==> config.mk <==
export PLATFORM = sky130hd
export DESIGN_NAME = screen_state_ctrl
export DESIGN_NICKNAME = d
export VERILOG_FILES = /design/src/rtl/screen_pkg.sv /design/src/rtl/screen_state_ctrl_hold_timer.sv /design/src/rtl/screen_state_ctrl.sv
export SDC_FILE = /design/constraint.sdc
export NUM_CORES = 1
export LEC_CHECK = 0
export ABC_AREA = 1
export ABC_CLOCK_PERIOD_IN_PS = 3250
export BUFFER_PORTS_ARGS = -buffer_cell sky130_fd_sc_hd__buf_2
export CAP_MARGIN = 20
export CORE_MARGIN = 2
export CORE_UTILIZATION = 53
export CTS_CLUSTER_SIZE = 12
export DETAILED_ROUTE_END_ITERATION = 10
export HOLD_SLACK_MARGIN = 0.05
export PLACE_DENSITY = 0.76
export SLEW_MARGIN = 10
export SYNTH_ARGS = -nofsm -noshare
export SYNTH_HDL_FRONTEND = slang
export SYNTH_HIERARCHICAL = 1
export SYNTH_SLANG_ARGS = --single-unit
export TNS_END_PERCENT = 5
==> constraint.sdc <==
create_clock -name clk -period 3.25 [get_ports clk]
set_input_delay 0.1625 -clock clk [delete_from_list [all_inputs] [get_ports clk]]
set_output_delay 0.1625 -clock clk [all_outputs]
set_load 0.01 [all_outputs]
==> src/rtl/screen_pkg.sv <==
// Screen/app state codes and menu indices shared by the
// state controller and the downstream output mux.
package screen_pkg;

  typedef logic [3:0] state_t;

  localparam state_t S_MENU        = 4'b0000;
  localparam state_t S_VOLUME      = 4'b0001;
  localparam state_t S_POKEMON     = 4'b0010;
  localparam state_t S_POKE_OVER   = 4'b0011;
  localparam state_t S_FRUIT       = 4'b0100;
  localparam state_t S_POTION      = 4'b0101;
  localparam state_t S_LOADING     = 4'b0110;
  localparam state_t S_POTION_LOSE = 4'b0111;
  localparam state_t S_POTION_WIN  = 4'b1000;
  localparam state_t S_FRUIT_OVER  = 4'b1001;
  localparam state_t S_LOCKED      = 4'b1111;

  localparam logic [1:0] SEL_VOLUME  = 2'd0;
  localparam logic [1:0] SEL_POKEMON = 2'd1;
  localparam logic [1:0] SEL_FRUIT   = 2'd2;
  localparam logic [1:0] SEL_POTION  = 2'd3;

  function automatic state_t sel_to_app(
    input logic [1:0] sel
  );
    state_t s;
    unique case (sel)
      SEL_VOLUME:  s = S_VOLUME;
      SEL_POKEMON: s = S_POKEMON;
      SEL_FRUIT:   s = S_FRUIT;
      default:     s = S_POTION;
    endcase
    return s;
  endfunction

  function automatic logic is_result(
    input state_t s
  );
    return (s == S_POKE_OVER) ||
           (s == S_POTION_LOSE) ||
           (s == S_POTION_WIN) ||
           (s == S_FRUIT_OVER);
  endfunction

endpackage

==> src/rtl/screen_state_ctrl_hold_timer.sv <==
// Saturating tick counter with clear, enable and an
// expire flag raised on the tick that reaches the last count.
module hold_timer #(
  parameter int TW = 12
) (
  input  logic          clk,
  input  logic          rst_n,
  input  logic          clr,
  input  logic          en,
  input  logic [TW-1:0] last,
  output logic          expire
);

  logic [TW-1:0] cnt_q, cnt_d;

  assign expire = en && (cnt_q == last);

  always_comb begin
    cnt_d = cnt_q;
    if (clr)
      cnt_d = '0;
    else if (en && (cnt_q != '1))
      cnt_d = cnt_q + TW'(1);
  end

  always_ff @(posedge clk or negedge rst_n) begin
    if (!rst_n)
      cnt_q <= '0;
    else
      cnt_q <= cnt_d;
  end

endmodule

==> src/rtl/screen_state_ctrl.sv <==
// Board screen sequencer: locked, menu, loading, app and
// result screens, driven by button and game-event pulses.
module screen_state_ctrl
  import screen_pkg::*;
#(
  parameter int LOAD_TICKS   = 2000,
  parameter int RESULT_TICKS = 3000,
  parameter int TW           = 12
) (
  input  logic       clk,
  input  logic       rst_n,
  input  logic       tick_en,
  input  logic       unlock,
  input  logic       lock_req,
  input  logic       btn_up,
  input  logic       btn_down,
  input  logic       btn_ok,
  input  logic       btn_back,
  input  logic       pokemon_over,
  input  logic       fruit_over,
  input  logic       potion_win,
  input  logic       potion_lose,
  output logic [3:0] state,
  output logic [1:0] menu_sel,
  output logic       state_changed,
  output logic       load_busy
);

  localparam logic [TW-1:0] LOAD_LAST = TW'(LOAD_TICKS - 1);
  localparam logic [TW-1:0] RES_LAST  = TW'(RESULT_TICKS - 1);

  state_t     state_q, state_d;
  state_t     target_q, target_d;
  logic [1:0] sel_q, sel_d;
  logic       changed_q, busy_q;

  logic          in_load, in_res;
  logic          tmr_en, tmr_clr, tmr_exp;
  logic [TW-1:0] tmr_last;

  assign in_load  = (state_q == S_LOADING);
  assign in_res   = is_result(state_q);
  assign tmr_en   = tick_en && (in_load || in_res);
  assign tmr_last = in_load ? LOAD_LAST : RES_LAST;
  // Any transition restarts the hold count for the next screen.
  assign tmr_clr  = (state_d != state_q);

  hold_timer #(.TW(TW)) u_timer (
    .clk    (clk),
    .rst_n  (rst_n),
    .clr    (tmr_clr),
    .en     (tmr_en),
    .last   (tmr_last),
    .expire (tmr_exp)
  );

  always_comb begin
    state_d  = state_q;
    sel_d    = sel_q;
    target_d = target_q;
    if (lock_req) begin
      state_d = S_LOCKED;
    end else begin
      case (state_q)
        S_LOCKED: begin
          if (unlock) state_d = S_MENU;
        end
        S_MENU: begin
          if (btn_ok) begin
            target_d = sel_to_app(sel_q);
            state_d  = S_LOADING;
          end else if (btn_up && !btn_down) begin
            sel_d = sel_q - 2'd1;
          end else if (btn_down && !btn_up) begin
            sel_d = sel_q + 2'd1;
          end
        end
        S_LOADING: begin
          if (tmr_exp)       state_d = target_q;
          else if (btn_back) state_d = S_MENU;
        end
        S_VOLUME: begin
          if (btn_back) state_d = S_MENU;
        end
        S_POKEMON: begin
          if (pokemon_over)  state_d = S_POKE_OVER;
          else if (btn_back) state_d = S_MENU;
        end
        S_FRUIT: begin
          if (fruit_over)    state_d = S_FRUIT_OVER;
          else if (btn_back) state_d = S_MENU;
        end
        S_POTION: begin
          if (potion_lose)     state_d = S_POTION_LOSE;
          else if (potion_win) state_d = S_POTION_WIN;
          else if (btn_back)   state_d = S_MENU;
        end
        S_POKE_OVER, S_POTION_LOSE,
        S_POTION_WIN, S_FRUIT_OVER: begin
          if (tmr_exp || btn_ok) state_d = S_MENU;
        end
        default: state_d = S_LOCKED;
      endcase
    end
  end

  always_ff @(posedge clk or negedge rst_n) begin
    if (!rst_n) begin
      state_q   <= S_LOCKED;
      sel_q     <= SEL_VOLUME;
      target_q  <= S_VOLUME;
      changed_q <= 1'b0;
      busy_q    <= 1'b0;
    end else begin
      state_q   <= state_d;
      sel_q     <= sel_d;
      target_q  <= target_d;
      changed_q <= (state_d != state_q);
      busy_q    <= (state_d == S_LOADING);
    end
  end

  assign state         = state_q;
  assign menu_sel      = sel_q;
  assign state_changed = changed_q;
  assign load_busy     = busy_q;

endmodule

==> impl_metrics.py <==
metrics = {
    "timing": {
        "slew_headroom_pct": 66.4,
        "setup-violations-final": 0,
        "tns_ps": 0,
        "finClkSkew_ps": 3.89,
        "rsz0062_at_grt": "no",
        "tightest_slew_ps": 504,
        "post-route-min-period_ps": 2900,
        "hold_viol": 0,
        "fmax_ghz": 0.344,
        "maxSlewViolCount": 0,
        "finalCritPeriodShare_pct": 89.4,
    },
    "clock_network": {
        "clock_sinks": 23,
        "cts_buffers": 3,
        "clock_path_buffers": 2,
        "clk_pin_slew_ps": 80,
        "cts.htree.levels": 1,
        "clk_root_buffer_cell": "clkbuf_8",
        "insertion_delay_ps": 260,
        "cts_tree": "yes",
    },
    "floorplanning": {
        "io_pins": 21,
        "core_sq_mm": 0.00363,
        "rows": 22,
        "die_h_um": 65.3,
        "die_x_um": 65.3,
        "die-area_sq_mm": 0.00427,
        "floorplan.initialDensity_pct": 54.9,
    },
    "synthesis": {
        "yosysTopAreaCellShare_pct": 22.6,
        "synth-edff-count": 0,
        "ys.flop_type": "dfrtp_1",
        "ys_seq_area_share_pct": 29.2,
        "async_flop_share_pct": 100,
        "synth.distinct_cells": 34,
        "synth_warnings": 6,
        "synth_seq_cells": 23,
        "syn-cell-area_sq_mm": 0.00199,
        "syn_avg_cell_area_sq_um": 6.71,
        "synthCells": 297,
        "yosys-top-cells-area": "dfrtp_1, nand2_1, nor2_1",
        "synth_top_area_cell": "dfrtp_1",
    },
    "detailed_routing": {
        "wl_met3_um": 241,
        "wl_met2_mm": 2.02,
        "num_vias": 1924,
        "vias_per_cell": 5.01,
        "met1_length_mm": 2.21,
        "first_iter_violations": 131,
        "top_layer": "met4",
        "firstDrtPassIters": 5,
        "wirelength_mm": 4.49,
        "drc": 0,
        "post_drt_wl_per_cell_um": 11.7,
        "ant_nets": 0,
    },
    "worst_setup_path": {
        "crit_arrival_ps": 3110,
        "crit_chain": "nand2_2 -> nor2_1 -> buf_4 -> xnor2_1 -> nand2_1 -> nor2_2 -> nand3_2 -> nor2_4 -> inv_2 -> or2_0 -> nand3_1 -> nand2_1 -> nor2_2 -> nand2_2 -> nand2_1 -> nand2_1 -> nor2_1 -> nand2_1 -> buf_4 -> nor3_1 -> nand2_1 -> nand2_1",
        "crit_family": "simple AND/OR/NAND/NOR gates",
        "critPathBufInv": 3,
        "cp_common_cell": "nand2_1",
        "worst-r2r-setup-slack_ps": 350,
        "cp-end-kind": "register",
        "critPathLaunchType": "register",
        "critPathKind": "reg2reg",
        "cp_slowest_cell": "dfstp_2",
        "crit_fanout": 6,
        "critPathMaxStageDelay_ps": 630,
        "worstPathRequired_ps": 3460,
    },
    "final_layout": {
        "final_common_cell": "nand2_1",
        "fin_nets": 355,
        "layout.cells.most_common_list": "nand2_1, nor2_1, inv_1, buf_2",
        "drive_above_1_share_pct": 25.3,
        "fin_util_pct": 63.1,
        "diodes": 0,
        "area_growth_pct": 14.9,
        "fillers": 331,
    },
    "grt": {
        "track_usage_pct": 22.5,
        "grt_max_degree": 24,
        "gr-total-overflow": 0,
        "antenna_found_initial": 0,
        "first_global_vias": 1718,
        "grt_pass1_wl_mm": 7.66,
    },
    "pwr": {
        "power_mw": 1.58,
        "peakVddDrop_mv": 0.402,
        "power_density_mw_per_mm2": 691,
        "leakagePower_nw": 1.19,
    },
    "hold_path": {
        "worstHoldPathType": "in2reg",
    },
    "placement": {
        "place_congestion": 0.923,
        "hpwl_mm": 3.61,
        "port_buffers": 20,
    },
    "flow_run": {
        "maxCapViolations": 0,
    },
    "run_status": {
        "status": "complete, no violations",
    },
}
==> sequential cells by signal, summed over array words and instances (netlist names) <==
name	cells
target_q	3
state_changed	1
u_timer/cnt_q	12
menu_sel	2
load_busy	1
state	4
==> cell families after synthesis <==
group                      after synthesis  synth area share, %
other                                    1                0.188
and+or+nand+nor                        199                 47.7
xor gates and xnor gates                10                 4.39
AOI/OAI and AO/OA                       18                 5.08
adders and majority gates                5                 3.14
buffers and inverters                   40                 9.73
DFF                                     23                 29.2
muxes                                    1                0.565
==> worst paths after layout <==
kind | start | to | cells after the start
worst max-delay path | state[2]$_DFF_PN1_ | u_timer/cnt_q[2]$_DFFE_PN0P_ | 22
worst min-delay path | lock_req | target_q[0]$_DFFE_PN1P_ | 4
worst max register to register | state[2]$_DFF_PN1_ | u_timer/cnt_q[2]$_DFFE_PN0P_ | 22
worst min register to register | target_q[0]$_DFFE_PN1P_ | target_q[0]$_DFFE_PN1P_ | 2
max in group asynchronous | rst_n | target_q[0]$_DFFE_PN1P_ | 2
min in group asynchronous | rst_n | u_timer/cnt_q[8]$_DFFE_PN0P_ | 2
==> area by class of cell <==
type	count	area [sq um]	share of cell area (%)
Inverter	35	144	6.28
Timing Repair Buffer	32	193	8.41
Sequential cell	23	582	25.4
Clock buffer	3	41.3	1.80
Clock inverter	1	5.00	0.218
Tap cell	48	60.1	2.62
Multi-Input combinational cell	242	1270	55.3
==> where the power goes <==
group / total, mW / internal, mW / switching [mW]
clock network: 0.174 / 0.0854 / 0.0888
registers: 0.408 / 0.350 / 0.0573
logic: 1.00 / 0.360 / 0.640
==> stage by stage <==
stage	setup slack (ps)	hold slack [ps]	area [sq um]	cells
floorplan	12.6	-133	2020	305
global placement	198	162	2190	376
detailed placement	147	163	2190	376
CTS	126	247	2250	381
global route	34.6	285	2290	384
finish	346	251	2290	384
==> cell usage after synthesis (all sizes together) (3+ instances only) <==
cell type	count
inv	34
dfrtp	18
nor3	3
dfstp	5
xor2	5
ha	5
nand2	106
nor2	52
o21ai	13
nand3	25
nand4	10
buf	4
xnor2	5
a21oi	3
==> repair_timing <==
action	CTS	global route
setup endpoints to repair	0	12
hold buffers	1	0
gates resized for setup	0	7
endpoints found under the hold margin	18	0
setup buffers	0	3
==> worst reg2reg max path: cells and delay by family (launching register included) <==
kind          cells  cell delay [ps]
flops             1              630
simple gates     18             1740
buf+inv           3              380
xor+xnor          1              120
==> per-layer routing <==
metal	vias to the layer above	track usage, %
li1	1002	-
met1	848	32.2
met2	70	36.4
met3	4	4.11
met4	0	3.39
met5	-	0
(Power assumes the default switching activity.)
